File: src/rtl/k_sync_fifo_t2.sv
// rtl/k_sync_fifo_t2.sv - single-clock FWFT FIFO with count, level flags, flush and sticky errors
//
// Purpose: general buffering element inside one clock domain. Read data falls
// through to rdata as soon as a word is stored; rget pops the head.
//
// Ports:
//   clk, rst_n     clock (rising edge), asynchronous active-low reset
//   wdata, wput    write data and request; accepted when wput && wrdy
//   wrdy           not full
//   rdata          head-of-queue data, valid while rrdy=1
//   rget           read request; pops when rget && rrdy
//   rrdy           not empty
//   flush          synchronous clear of contents, highest priority
//   count          occupancy 0..depth
//   afull, aempty  count >= afull_lvl, count <= aempty_lvl
//   ovf, udf       sticky: put while full / get while empty
//   err_clr        synchronous clear of ovf/udf
module k_sync_fifo_t2 #(
  parameter int data_size  = 8,
  parameter int depth      = 16,
  parameter int afull_lvl  = depth - 2,
  parameter int aempty_lvl = 2
) (
  input  logic                     clk,
  input  logic                     rst_n,
  input  logic [data_size-1:0]     wdata,
  input  logic                     wput,
  output logic                     wrdy,
  output logic [data_size-1:0]     rdata,
  input  logic                     rget,
  output logic                     rrdy,
  input  logic                     flush,
  output logic [$clog2(depth):0]   count,
  output logic                     afull,
  output logic                     aempty,
  output logic                     ovf,
  output logic                     udf,
  input  logic                     err_clr
);

  localparam int aw = $clog2(depth);
  localparam logic [aw:0] afull_th  = (aw+1)'(afull_lvl);
  localparam logic [aw:0] aempty_th = (aw+1)'(aempty_lvl);

  logic [data_size-1:0] mem [depth];
  logic [aw:0]          wptr;
  logic [aw:0]          rptr;
  logic                 full;
  logic                 empty;
  logic                 we;
  logic                 re;

  // Status is a pure function of the registered pointers, so nothing here
  // depends combinationally on wput/rget.
  assign full   = (wptr[aw-1:0] == rptr[aw-1:0]) && (wptr[aw] != rptr[aw]);
  assign empty  = (wptr == rptr);
  assign wrdy   = ~full;
  assign rrdy   = ~empty;
  assign count  = wptr - rptr;
  assign afull  = (count >= afull_th);
  assign aempty = (count <= aempty_th);
  assign rdata  = mem[rptr[aw-1:0]];

  // Full with put+get accepts only the read and empty with put+get accepts
  // only the write: acceptance is judged on pre-edge readiness.
  assign we = wput & wrdy & ~flush;
  assign re = rget & rrdy & ~flush;

  always_ff @(posedge clk or negedge rst_n) begin
    if (!rst_n) begin
      wptr <= '0;
      rptr <= '0;
    end else if (flush) begin
      wptr <= '0;
      rptr <= '0;
    end else begin
      if (we) wptr <= wptr + 1'b1;
      if (re) rptr <= rptr + 1'b1;
    end
  end

  // Storage is deliberately not reset; gated by rst_n so a reset edge cannot
  // complete a partial write.
  always_ff @(posedge clk) begin
    if (rst_n && we) mem[wptr[aw-1:0]] <= wdata;
  end

  // A same-cycle error event overrides err_clr; flush suppresses events.
  always_ff @(posedge clk or negedge rst_n) begin
    if (!rst_n) begin
      ovf <= 1'b0;
      udf <= 1'b0;
    end else begin
      if (err_clr) begin
        ovf <= 1'b0;
        udf <= 1'b0;
      end
      if (!flush && wput && !wrdy) ovf <= 1'b1;
      if (!flush && rget && !rrdy) udf <= 1'b1;
    end
  end

endmodule

File: config.mk
export PLATFORM = sky130hd
export DESIGN_NAME = k_sync_fifo_t2
export DESIGN_NICKNAME = d
export VERILOG_FILES = /design/src/rtl/k_sync_fifo_t2.sv
export SDC_FILE = /design/constraint.sdc
export NUM_CORES = 1
export LEC_CHECK = 0
export ABC_AREA = 1
export BUFFER_PORTS_ARGS = -buffer_cell sky130_fd_sc_hd__buf_2
export CORE_ASPECT_RATIO = 1.4
export CORE_MARGIN = 1.5
export CORE_UTILIZATION = 50
export DETAILED_ROUTE_END_ITERATION = 8
export PLACE_DENSITY = 0.67
export SLEW_MARGIN = 0
export SYNTH_ARGS = -nofsm -noshare
export SYNTH_HDL_FRONTEND = slang
export SYNTH_SLANG_ARGS = --single-unit
File: constraint.sdc
create_clock -name clk -period 7.2 [get_ports clk]
set_clock_uncertainty 0.2 [all_clocks]
set_input_delay 1.44 -clock clk [delete_from_list [all_inputs] [get_ports clk]]
set_output_delay 1.44 -clock clk [all_outputs]
set_load 0.05 [all_outputs]
; After elaboration in Yosys (flattened, before gate mapping)
; Memories as Yosys holds them, arrays and structs flattened.
; Index checks and enable logic that the tools add are counted.
; Widths: inputs -> output; s select.
[totals]
memories = 1
elab_cells = 40
out_inout_bits = 19
register_bits = 12
in_bits = 14
ramBits = 128
[memory_table]
columns = name, words, width, rd, rd_ports_with_merged_regs, wr, line_no
row1 = mem, 16, 8, 1, 0, 1, 45  ; logic [data_size-1:0] mem [depth];
[op_classes]
n_bitwise = 7
add_sub_neg = 3
n_eq_ne = 3
n_reduce_logical = 11
muxes = 9
n_lt_le_gt_ge = 2
[op_table]
columns = operator, n
row1 = $mux 5, 4
row2 = $add 5x1->5 const B, 2
row3 = $reduce_bool 2->1, 4
row4 = $logic_and 1x1->1, 6
row5 = $eq 5x5->1, 1
row6 = $ge 5x4->1 const B, 1
row7 = $le 5x2->1 const B, 1
row8 = $mux 1, 5
row9 = $sub 5x5->5, 1
row10 = $and 1x1->1, 4
row11 = $eq 4x4->1, 1
row12 = $not 1->1, 3
row13 = $logic_not 1->1, 1
row14 = $ne 1x1->1, 1

; Longest topological paths before layout
[logic_depth]
ltp_word = 8
mapped_depth = 11
ltp_nobuf = 10

; Worst setup path before layout
; Ideal clock, no wire load.
[synth_path]
path_kind = register to output
startpoint = reg rptr[1]
endpoint = out aempty
t_required_ps = 5560
t_arrival_ps = 2484
path_slack_ps = 3076
n_path_buf = 2
path_stages_with_launch = 8
path_cell_list = dfrtp_1 buf_2 inv_1 buf_2 fa_1 a22oi_1 nand3_1 nor2_1
[synth_between]
elab_chain_cells = 2
[synth_lines]
columns = item, line_no
row1 = "start, declared", 47  ; logic [aw:0] rptr;
row2 = "start signal, assigned", 78  ; if (re) rptr <= rptr + 1'b1;
row3 = $sub 5x5->5, 59  ; assign count = wptr - rptr;
row4 = net count[1], 33  ; output logic [$clog2(depth):0] count,
row5 = $le 5x2->1, 61  ; assign aempty = (count <= aempty_th);
row6 = "end, declared", 35  ; output logic aempty,
; The timed path passes the listed nets, and every way through them passes these cells.

; Worst setup path after layout
[layout_path]
startpoint = reg rptr[2]
endpoint = out aempty
[layout_between]
elab_chain_cells = 2
[layout_lines]
columns = item, line_no
row1 = $sub 5x5->5, 59
row2 = $le 5x2->1, 61
; Every way passes these cells.

==> results.json <==
{
  "cts_root_buf": "clkbuf_16",
  "cts_resized": 0,
  "setup_viol": 0,
  "hold_viol": 0,
  "cap_violations": 0,
  "cts_tree": "yes",
  "fill_cells": 1087,
  "core_um2": 12900,
  "grt-ovfl-total": 0,
  "holdBufCountCts": 0,
  "regArea_um2": 4150,
  "die_x_um": 101,
  "start_util": 0.515,
  "r2r_start": "rptr[2]$_DFFE_PN0P_",
  "layout_commonest_cell": "nand2_1",
  "fin_setup_tns_ns": 0,
  "drc_errors": 0,
  "cp_max_fo": 14,
  "period_share": 0.641,
  "fp.dieH_um": 140,
  "hp-start": "udf$_DFFE_PN0P_",
  "grt_max_degree": 66,
  "antenna_found_initial": 0,
  "cts_buffers": 17,
  "status": "finished, final reports clean",
  "clkTransAtPathRegs_ns": 0.06,
  "diodes": 0,
  "reg2reg_to": "mem[2][6]$_DFFE_PP_",
  "boundaryPins": 33,
  "setup.worst_path.start_class": "flip-flop",
  "globalplace.congestion": 0.823,
  "end_kind": "primary output",
  "placed_cells": 896,
  "min_to": "udf$_DFFE_PN0P_",
  "ys_ff_latch": 140,
  "netlist_area_um2": 6660,
  "worst_pin_slew_ns": 1.15,
  "path_delay_family": "buffers and inverters",
  "rsz0062_at_grt": "false",
  "grt_pass1_wl_um": 23200,
  "syn_area_per_cell_um2": 9.40,
  "die_area_um2": 14000,
  "layout_common_cells": "nand2_1, inv_1, edfxtp_1, nand3_1, buf_2",
  "powerDensity_nw_per_um2": 288,
  "wirelength_um": 14700,
  "cts_max_path_buffers": 2,
  "grtUsageTotal": 0.224,
  "period_minus_slack_ns": 4.62,
  "holdPathStages": 2,
  "drive_above_1_share": 0.111,
  "post_cts_buffers": 0,
  "clock_sinks": 140,
  "cp_cell_sequence": "clkinv_1 > ha_1 > or2_2 > a22oi_1 > nand3_1 > nor2_1 > buf_2",
  "yosysUniqueCellTypes": 27,
  "dr.pass1.iters": 5,
  "wl_per_cell_um": 15.9,
  "rr_worst_depth": 7,
  "stdcell_count": 928,
  "ir_drop_mv": 0.271,
  "slowest_delay_ns": 0.66,
  "slew_headroom": 0.233,
  "clock_latency_ns": 0.41,
  "multi_input_area_um2": 1860,
  "arrival_ns": 2.98,
  "ff2ff_setup_slack_ns": 3.63,
  "cpMaxStageDelayCell": "dfrtp_1",
  "required_ns": 5.56,
  "yosys_warnings": 0,
  "area_growth_syn_to_layout_pct": 13.2,
  "path_class": "flip-flop to primary output",
  "grt_pass1_vias": 4416,
  "seq_area_frac_synth": 0.622,
  "hpwl_um": 9190,
  "synthCells": 709,
  "hold_class": "flip-flop to flip-flop",
  "ant_nets": 0,
  "clock.fmax_ghz": 0.217,
  "first_iter_violations": 323,
  "syn_nets": 733,
  "p_leak_uw": 0.00343,
  "portBuffers": 32,
  "fin_nets": 761,
  "row_count": 49,
  "critPathBufInv": 2,
  "htree_levels": 4,
  "vias": 4687,
  "viasPerCell": 5.05,
  "crit_cells": 7,
  "maxSlewViolCount": 0
}
-- layout make-up --
type / count / area share
timing repair buffer: 35 / 0.0242
clock inverter: 13 / 0.0231
inverter: 140 / 0.0697
multi-input combinational: 403 / 0.246
clock buffer: 19 / 0.0574
tap: 178 / 0.0295
sequential: 140 / 0.550
-- per-stage QoR --
| step | hold WS (ns) | setup WS (ns) | power (µW) | utilization | instance area (µm²) |
|---|---|---|---|---|---|
| after CTS | 0.337 | 2.60 | 2180 | 0.583 | 7540 |
| after global routing | 0.357 | 2.42 | 2250 | 0.583 | 7540 |
| final | 0.339 | 2.58 | 2170 | 0.583 | 7540 |
| after floorplan | 0.343 | 3.08 | 1200 | - | 6660 |
| after detailed placement | 0.329 | 3.05 | 1300 | 0.536 | 6930 |
| after global placement | 0.316 | 3.09 | 1290 | 0.536 | 6930 |
-- power by group --
part	internal [µW]	switching, µW	leakage, µW
Combinational	89.9	279	0.00182
Sequential	895	17.8	0.00131
Clock	575	318	0.000288
Total	1560	616	0.00343
-- Yosys cell counts --
| cell | instances | area, µm² |
|---|---|---|
| nand2_1 | 244 | 916 |
| inv_1 | 136 | 510 |
| edfxtp_1 | 128 | 3840 |
| nand3_1 | 100 | 500 |
| nor2_1 | 16 | 60.1 |
| buf_2 | 15 | 75.1 |
| dfrtp_1 | 12 | 300 |
| nor2_2 | 10 | 62.6 |
| ha_1 | 9 | 113 |
| nand4_1 | 6 | 37.5 |
| clkbuf_1 | 5 | 18.8 |
| xor2_1 | 4 | 35.0 |
| buf_1 | 3 | 11.3 |
| nand2_2 | 3 | 18.8 |
| a21oi_1 | 2 | 10.0 |
| buf_4 | 2 | 15.0 |
| clkinv_1 | 2 | 7.51 |
| inv_2 | 2 | 7.51 |
| o22ai_1 | 2 | 12.5 |
| a22oi_1 | 1 | 7.51 |
| buf_8 | 1 | 15.0 |
| fa_1 | 1 | 20.0 |
| nand2_4 | 1 | 11.3 |
| nand4_4 | 1 | 21.3 |
| or2_2 | 1 | 6.26 |
| xnor2_1 | 1 | 8.76 |
| xor2_2 | 1 | 16.3 |
-- worst min-delay path: stages, from the launching register on --
cell     delay [ns]
dfrtp_1        0.38
inv_1          0.06
o22ai_1        0.06
-- kinds of logic (layout without fill, tap and decap cells) --
family                   Yosys count  in the layout  synth area share
AND/OR/NAND/NOR                  382            382             0.245
buffers and inverters            166            207            0.0992
flip-flops                       140            140             0.622
adder cells (fa/ha/maj)           10             10            0.0199
XOR/XNOR                           6              6           0.00902
AO/OA/AOI/OAI                      5              5           0.00451
-- routing by layer --
metal,global-route usage,part of all wire
met4,0.0934,0.024
met3,0.0377,0.044
met2,0.375,0.52
met1,0.287,0.42
met5,0,0
-- sequential cells by signal (all words and copies together) (netlist names) --
signal	flops
mem	128
rptr	5
udf	1
wptr	5
ovf	1
-- worst max-delay path by stage --
stage / startpoint / end
after floorplan: rptr[1]$_DFFE_PN0P_ / aempty
after detailed placement: rptr[2]$_DFFE_PN0P_ / aempty
after global placement: rptr[2]$_DFFE_PN0P_ / aempty
after global routing: rptr[2]$_DFFE_PN0P_ / aempty
after CTS: rptr[2]$_DFFE_PN0P_ / aempty
final: rptr[2]$_DFFE_PN0P_ / aempty
No activity file was read; power rests on OpenSTA's default activity.
